### config.mk
export PLATFORM = sky130hd
export DESIGN_NAME = cpu_ctrl_fsm
export DESIGN_NICKNAME = d
export VERILOG_FILES = /design/src/rtl/cpu_pkg.sv /design/src/rtl/cpu_ctrl_fsm_instr_decoder.sv /design/src/rtl/cpu_ctrl_fsm.sv
export SDC_FILE = /design/constraint.sdc
export NUM_CORES = 1
export LEC_CHECK = 0
export ABC_AREA = 1
export CORE_AREA = 3 3 75 77
export DETAILED_ROUTE_END_ITERATION = 7
export DIE_AREA = 0 0 78 80
export HOLD_SLACK_MARGIN = 0.03
export PLACE_DENSITY_LB_ADDON = 0.05
export SYNTH_ARGS = -nofsm -noshare
export SYNTH_HDL_FRONTEND = slang
export SYNTH_SLANG_ARGS = --single-unit
### constraint.sdc
create_clock -name clk -period 1.55 [get_ports clk]
set_clock_uncertainty 0.05 [all_clocks]
set_input_delay 0.31 -clock clk [delete_from_list [all_inputs] [get_ports clk]]
set_output_delay 0.31 -clock clk [all_outputs]
set_load 0.02 [all_outputs]
### src/rtl/cpu_pkg.sv
// Shared types and constants for the multi-cycle CPU controller:
// state encoding, instruction field positions, opcode/op, ALU and write-back encodings.
package cpu_pkg;

    localparam int unsigned IW     = 16;
    localparam int unsigned RW     = 3;
    localparam int unsigned OPC_W  = 3;
    localparam int unsigned OP_W   = 2;
    localparam int unsigned SH_W   = 2;
    localparam int unsigned IMM8_W = 8;
    localparam int unsigned IMM5_W = 5;

    localparam int unsigned IR_OPC_LSB = 13;
    localparam int unsigned IR_OP_LSB  = 11;
    localparam int unsigned IR_RN_LSB  = 8;
    localparam int unsigned IR_RD_LSB  = 5;
    localparam int unsigned IR_SH_LSB  = 3;
    localparam int unsigned IR_RM_LSB  = 0;

    localparam logic [OPC_W-1:0] OPC_MOV = 3'b110;
    localparam logic [OPC_W-1:0] OPC_ALU = 3'b101;

    localparam logic [OP_W-1:0] OP_MOV_IMM = 2'b10;
    localparam logic [OP_W-1:0] OP_MOV_REG = 2'b00;
    localparam logic [OP_W-1:0] OP_ADD     = 2'b00;
    localparam logic [OP_W-1:0] OP_CMP     = 2'b01;
    localparam logic [OP_W-1:0] OP_AND     = 2'b10;
    localparam logic [OP_W-1:0] OP_MVN     = 2'b11;

    typedef enum logic [2:0] {
        S_WAIT   = 3'd0,
        S_DECODE = 3'd1,
        S_GETA   = 3'd2,
        S_GETB   = 3'd3,
        S_EXEC   = 3'd4,
        S_WREG   = 3'd5,
        S_WIMM   = 3'd6
    } state_e;

    typedef enum logic [1:0] {
        ALU_ADD  = 2'b00,
        ALU_SUB  = 2'b01,
        ALU_AND  = 2'b10,
        ALU_NOTB = 2'b11
    } alu_e;

    // PC and MDATA sources are reserved for later instruction classes
    typedef enum logic [1:0] {
        VSEL_C     = 2'b00,
        VSEL_IMM8  = 2'b01,
        VSEL_PC    = 2'b10,
        VSEL_MDATA = 2'b11
    } vsel_e;

    typedef struct packed {
        logic [OP_W-1:0] op;
        logic [RW-1:0]   rn;
        logic [RW-1:0]   rd;
        logic [SH_W-1:0] sh;
        logic [RW-1:0]   rm;
        logic [IW-1:0]   sximm8;
        logic [IW-1:0]   sximm5;
        logic            mov_imm;
        logic            mov_reg;
        logic            mvn;
        logic            alu_rn;
        logic            cmp;
    } dec_t;

endpackage

### src/rtl/cpu_ctrl_fsm_instr_decoder.sv
// Combinational instruction decoder: splits the IR into register/shift fields,
// sign-extends the immediates and classifies the encoding.
module instr_decoder
    import cpu_pkg::*;
(
    input  logic [IW-1:0] i_ir,
    output dec_t          o_dec_c
);

    logic [OPC_W-1:0] w_opc;
    logic [OP_W-1:0]  w_op;

    assign w_opc = i_ir[IR_OPC_LSB +: OPC_W];
    assign w_op  = i_ir[IR_OP_LSB +: OP_W];

    always_comb begin
        o_dec_c         = '0;
        o_dec_c.op      = w_op;
        o_dec_c.rn      = i_ir[IR_RN_LSB +: RW];
        o_dec_c.rd      = i_ir[IR_RD_LSB +: RW];
        o_dec_c.sh      = i_ir[IR_SH_LSB +: SH_W];
        o_dec_c.rm      = i_ir[IR_RM_LSB +: RW];
        o_dec_c.sximm8  = {{(IW-IMM8_W){i_ir[IMM8_W-1]}}, i_ir[IMM8_W-1:0]};
        o_dec_c.sximm5  = {{(IW-IMM5_W){i_ir[IMM5_W-1]}}, i_ir[IMM5_W-1:0]};
        o_dec_c.mov_imm = (w_opc == OPC_MOV) && (w_op == OP_MOV_IMM);
        o_dec_c.mov_reg = (w_opc == OPC_MOV) && (w_op == OP_MOV_REG);
        o_dec_c.mvn     = (w_opc == OPC_ALU) && (w_op == OP_MVN);
        o_dec_c.cmp     = (w_opc == OPC_ALU) && (w_op == OP_CMP);
        o_dec_c.alu_rn  = (w_opc == OPC_ALU) &&
                          ((w_op == OP_ADD) || (w_op == OP_CMP) || (w_op == OP_AND));
    end

endmodule

### src/rtl/cpu_ctrl_fsm.sv
// Multi-cycle controller: holds the instruction register and sequences the
// register-file/shifter/ALU datapath one instruction at a time.
module cpu_ctrl_fsm
    import cpu_pkg::*;
(
    input  logic          clk,
    input  logic          rst_n,
    input  logic          s,
    input  logic          load,
    input  logic [IW-1:0] in,
    output logic          w,
    output logic          err,
    output logic [RW-1:0] readnum,
    output logic [RW-1:0] writenum,
    output logic          write,
    output logic          loada,
    output logic          loadb,
    output logic          loadc,
    output logic          loads,
    output logic          asel,
    output logic          bsel,
    output logic [1:0]    vsel,
    output logic [1:0]    ALUop,
    output logic [1:0]    shift,
    output logic [IW-1:0] sximm8,
    output logic [IW-1:0] sximm5
);

    state_e          r_state, w_state_nxt;
    logic [IW-1:0]   r_ir, w_ir_nxt;
    dec_t            w_dec;

    logic            r_w, w_w_nxt;
    logic            r_err, w_err_nxt;
    logic [RW-1:0]   r_readnum, w_readnum_nxt;
    logic [RW-1:0]   r_writenum, w_writenum_nxt;
    logic            r_write, w_write_nxt;
    logic            r_loada, w_loada_nxt;
    logic            r_loadb, w_loadb_nxt;
    logic            r_loadc, w_loadc_nxt;
    logic            r_loads, w_loads_nxt;
    logic            r_asel, w_asel_nxt;
    vsel_e           r_vsel, w_vsel_nxt;
    alu_e            r_aluop, w_aluop_nxt;
    logic [SH_W-1:0] r_shift, w_shift_nxt;
    logic [IW-1:0]   r_sximm8, r_sximm5;

    // The IR only changes in WAIT, so decoding the next IR also serves DECODE
    assign w_ir_nxt = ((r_state == S_WAIT) && load) ? in : r_ir;

    instr_decoder u_dec (
        .i_ir    (w_ir_nxt),
        .o_dec_c (w_dec)
    );

    always_ff @(posedge clk or negedge rst_n) begin
        if (!rst_n) begin
            r_state    <= S_WAIT;
            r_ir       <= '0;
            r_w        <= 1'b1;
            r_err      <= 1'b0;
            r_readnum  <= '0;
            r_writenum <= '0;
            r_write    <= 1'b0;
            r_loada    <= 1'b0;
            r_loadb    <= 1'b0;
            r_loadc    <= 1'b0;
            r_loads    <= 1'b0;
            r_asel     <= 1'b0;
            r_vsel     <= VSEL_C;
            r_aluop    <= ALU_ADD;
            r_shift    <= '0;
            r_sximm8   <= '0;
            r_sximm5   <= '0;
        end else begin
            r_state    <= w_state_nxt;
            r_ir       <= w_ir_nxt;
            r_w        <= w_w_nxt;
            r_err      <= w_err_nxt;
            r_readnum  <= w_readnum_nxt;
            r_writenum <= w_writenum_nxt;
            r_write    <= w_write_nxt;
            r_loada    <= w_loada_nxt;
            r_loadb    <= w_loadb_nxt;
            r_loadc    <= w_loadc_nxt;
            r_loads    <= w_loads_nxt;
            r_asel     <= w_asel_nxt;
            r_vsel     <= w_vsel_nxt;
            r_aluop    <= w_aluop_nxt;
            r_shift    <= w_shift_nxt;
            r_sximm8   <= w_dec.sximm8;
            r_sximm5   <= w_dec.sximm5;
        end
    end

    // Next state, then the Moore outputs of that state so they land registered
    always_comb begin
        w_state_nxt    = r_state;
        w_err_nxt      = r_err;
        w_readnum_nxt  = r_readnum;
        w_w_nxt        = 1'b0;
        w_writenum_nxt = '0;
        w_write_nxt    = 1'b0;
        w_loada_nxt    = 1'b0;
        w_loadb_nxt    = 1'b0;
        w_loadc_nxt    = 1'b0;
        w_loads_nxt    = 1'b0;
        w_asel_nxt     = 1'b0;
        w_vsel_nxt     = VSEL_C;
        w_aluop_nxt    = ALU_ADD;
        w_shift_nxt    = '0;

        case (r_state)
            S_WAIT: begin
                if (s) begin
                    w_state_nxt = S_DECODE;
                    w_err_nxt   = 1'b0;
                end
            end
            S_DECODE: begin
                if (w_dec.mov_imm) begin
                    w_state_nxt = S_WIMM;
                end else if (w_dec.mov_reg || w_dec.mvn) begin
                    w_state_nxt = S_GETB;
                end else if (w_dec.alu_rn) begin
                    w_state_nxt = S_GETA;
                end else begin
                    w_state_nxt = S_WAIT;
                    w_err_nxt   = 1'b1;
                end
            end
            S_GETA:  w_state_nxt = S_GETB;
            S_GETB:  w_state_nxt = S_EXEC;
            S_EXEC:  w_state_nxt = w_dec.cmp ? S_WAIT : S_WREG;
            S_WREG:  w_state_nxt = S_WAIT;
            S_WIMM:  w_state_nxt = S_WAIT;
            default: w_state_nxt = S_WAIT;
        endcase

        case (w_state_nxt)
            S_WAIT: w_w_nxt = 1'b1;
            S_GETA: begin
                w_readnum_nxt = w_dec.rn;
                w_loada_nxt   = 1'b1;
            end
            S_GETB: begin
                w_readnum_nxt = w_dec.rm;
                w_loadb_nxt   = 1'b1;
            end
            S_EXEC: begin
                w_aluop_nxt = w_dec.mov_reg ? ALU_ADD : alu_e'(w_dec.op);
                w_shift_nxt = w_dec.sh;
                w_asel_nxt  = w_dec.mov_reg;
                w_loads_nxt = w_dec.cmp;
                w_loadc_nxt = !w_dec.cmp;
            end
            S_WREG: begin
                w_write_nxt    = 1'b1;
                w_writenum_nxt = w_dec.rd;
                w_vsel_nxt     = VSEL_C;
            end
            S_WIMM: begin
                w_write_nxt    = 1'b1;
                w_writenum_nxt = w_dec.rn;
                w_vsel_nxt     = VSEL_IMM8;
            end
            default: ;
        endcase
    end

    assign w        = r_w;
    assign err      = r_err;
    assign readnum  = r_readnum;
    assign writenum = r_writenum;
    assign write    = r_write;
    assign loada    = r_loada;
    assign loadb    = r_loadb;
    assign loadc    = r_loadc;
    assign loads    = r_loads;
    assign asel     = r_asel;
    assign bsel     = 1'b0;
    assign vsel     = r_vsel;
    assign ALUop    = r_aluop;
    assign shift    = r_shift;
    assign sximm8   = r_sximm8;
    assign sximm5   = r_sximm5;

endmodule
==> metrics.cfg, run 1 <==
[logic_synthesis]
ys.warnings.count = 0
yosys.area_share.simple_pct = 26.9
netlist_instances = 219
synth_edf_count = 0
netlist_area_um2 = 2000
synth_fa_ha_area_share_pct = 0
synth_ff_type = dfrtp_1
async_flop_share_pct = 100
synth_compound_area_share_pct = 2.26
synth_mux_area_share_pct = 3.39
synth_top_family_by_area = simple AND/OR/NAND/NOR gates
synth_seq_cells = 38
yosysUniqueCellTypes = 28
ys_seq_area_share_pct = 47.7
synth_xor_area_share_pct = 0
syn_area_per_cell_um2 = 9.11

[routing]
routed_wl_um = 4670
wl_per_cell_um = 12.6
postRouteAntennaNets = 0
initialDrtViolationCount = 36
via_per_inst = 4.37
vias = 1621
drt_first_pass_iters = 4
post-route-drc-count = 0

[setup_path]
critPathCaptureType = register
crit_top_cell = nor2_4
max_stage_delay_ps = 410
start_kind = register
path_buf_inv = 3
crit_fanout = 5
arrival_ps = 1970
worstPathCellList = nor2_4, buf_12, nand3b_1, nand2_2, nand3_4, buf_6, nor2_4, nor2_4, inv_4, nand3_4, nand2_1, nand3_1
critPathTopFamily = simple AND/OR/NAND/NOR gates
cp_slowest_cell = dfrtp_1
crit_type = reg2reg
critPathRequiredTime_ps = 1670

[clock_tree]
root_buffer = clkbuf_8
htreeDepth = 2
cts_tree = done
cts.reportedPaths.clkPinSlew_ps = 70
clk_latency_ps = 290
clock_path_buffers = 2
clock-sinks = 38
cts_buffers = 5

[cells_and_area]
diodes = 0
drive_gt1_share_pct = 37.2
area_delta_synth_final_pct = 53.0
final_cell_area_um2 = 3050
fin_nets = 320

[sta]
fin_setup_tns_ps = -3560
fmax_ghz = 0.539
final-hold-violation-count = 0
fin_ws_ps = -305
grt_setup_unrepaired = yes
drv_slew = 0
final-setup-viol-count = 21
period_minus_slack_ps = 1850
min_period_over_period_pct = 120

[die]
die_area_um2 = 6240
rows = 26
die_w_um = 78
start_util_pct = 39.3
ios = 73
core_um2 = 5070
dieHeight_um = 80

[placement]
dpl.hpwl_um = 3250
portBuffers = 70
gp_congestion = 0.823
place_area_um2 = 2660
dp_slack_ps = -690

[grt]
grt_pass1_wl_um = 7360
antenna_found_initial = 0
grt_usage_pct = 15.2
grt_overflow = 0
grt_max_degree = 39
grt_pass1_vias = 1552

[power]
ir_worst_vdd_mv = 1.11
power.density_nw_per_um2 = 2070
power_leakage_nw = 1.59

[outcome]
violations = negative setup slack
outcome = complete, but fails checks

[worst_hold_path]
hold_path.class = reg2reg

[run]
drv_cap = 0

[layout make-up]
type	instances	area, um2
clock buffer	6	82.6
clock inverter	2	12.5
fill	484	2020
inverter	25	98.8
multi-input combinational	120	807
sequential	38	956
tap	70	87.6
timing repair buffer	110	1010
[final timing paths]
path | end | slack [ps] | cells after the start | start
max | readnum[2] | -300 | 12 | r_state[2]
min | readnum[2] | 430 | 2 | readnum[2]
max reg2reg | readnum[2] | -300 | 12 | r_state[2]
min reg2reg | readnum[2] | 430 | 2 | readnum[2]
max in group asynchronous | w | 750 | 3 | rst_n
min in group asynchronous | sximm5[1] | 460 | 3 | rst_n
[flip-flops by register name, indices dropped and copies added, names as in the netlist, 2 cells and up]
register and flops:
shift 2, sximm8 3, writenum 3, sximm5 4, readnum 3, r_ir 9
ALUop 2, r_state 3
[kinds of logic (layout without fill, tap and decap cells)]
| group | count (synthesis) | after routing |
|---|---|---|
| AO/OA/AOI/OAI | 8 | 8 |
| buffers and inverters | 63 | 143 |
| flip-flops | 38 | 38 |
| multiplexers | 6 | 6 |
| other | 1 | 2 |
| AND/OR/NAND/NOR | 103 | 104 |
[placed cells by master (no fill, tap or decap), drive strengths merged]
cell	Yosys	final
buf	38	39
clkdlybuf4s50	0	17
clkbuf	0	13
and2	3	3
o211ai	1	1
nor2	20	20
inv	25	25
nor3	4	4
dfstp	1	1
mux2	6	6
dlygate4sd2	0	46
clkinv	0	1
nand3b	3	3
nor4	1	1
a21oi	1	1
clkinvlp	0	1
dfrtp	37	37
nand2	54	55
o21bai	1	1
dlygate4sd3	0	1
o21ai	5	5
nand3	18	18
conb	1	2
[cell usage after synthesis, types with 5 or more instances]
cell type / count / area [um2]
mux2_2: 6 / 67.6
o21ai_0: 5 / 25.0
buf_4: 34 / 255
nand2_2: 9 / 56.3
inv_1: 23 / 86.3
nand3_1: 15 / 75.1
nand2_1: 43 / 161
nor2_1: 14 / 52.6
dfrtp_1: 37 / 926
[power by group]
group / leakage [nW] / switching [W] / internal [W]
combinational: 1.06 / 0.00227 / 0.00180
sequential: 0.481 / 0.000188 / 0.00136
clock: 0.0472 / 0.000346 / 0.000357
[through the flow]
step,total power [W],cells,hold slack (ps),util [%]
after floorplan,0.00413,220,-35.6,-
after global placement,0.00511,342,239,52.3
after detailed placement,0.00513,342,240,52.3
after CTS,0.00601,366,439,57.9
after global routing,0.00679,371,462,60.2
final,0.00632,371,435,60.2
[routing by layer]
metal	global-route usage, %	part of all wire, %
met5	0	0
met4	5.77	1.7
met3	3.72	6.3
met2	25.1	50
met1	19.2	42
[tightest hold or removal path, cell delays in order (launching register included)]
cell     delay, ps
dfrtp_1        340
nand2_1         50
nand3_1         60
[repair_timing]
item,4_1_cts,5_1_grt
gates cloned,1,1
endpoints found under the hold margin,37,0
resized for setup,79,38
hold buffers,1,0
setup endpoints to repair,69,46
pin swaps,25,12
buffers inserted,14,7
No activity file was read; power rests on OpenSTA's default activity.
==> run 2: changes to the inputs <==
--- a/config.mk
+++ b/config.mk
@@ -11,6 +11,7 @@
 export DIE_AREA = 0 0 78 80
 export HOLD_SLACK_MARGIN = 0.03
 export PLACE_DENSITY_LB_ADDON = 0.05
+export SLEW_MARGIN = 10
 export SYNTH_ARGS = -nofsm -noshare
 export SYNTH_HDL_FRONTEND = slang
 export SYNTH_SLANG_ARGS = --single-unit
==> results of run 2 <==
The final DEF is identical to that of run 1; final timing and power are the same.
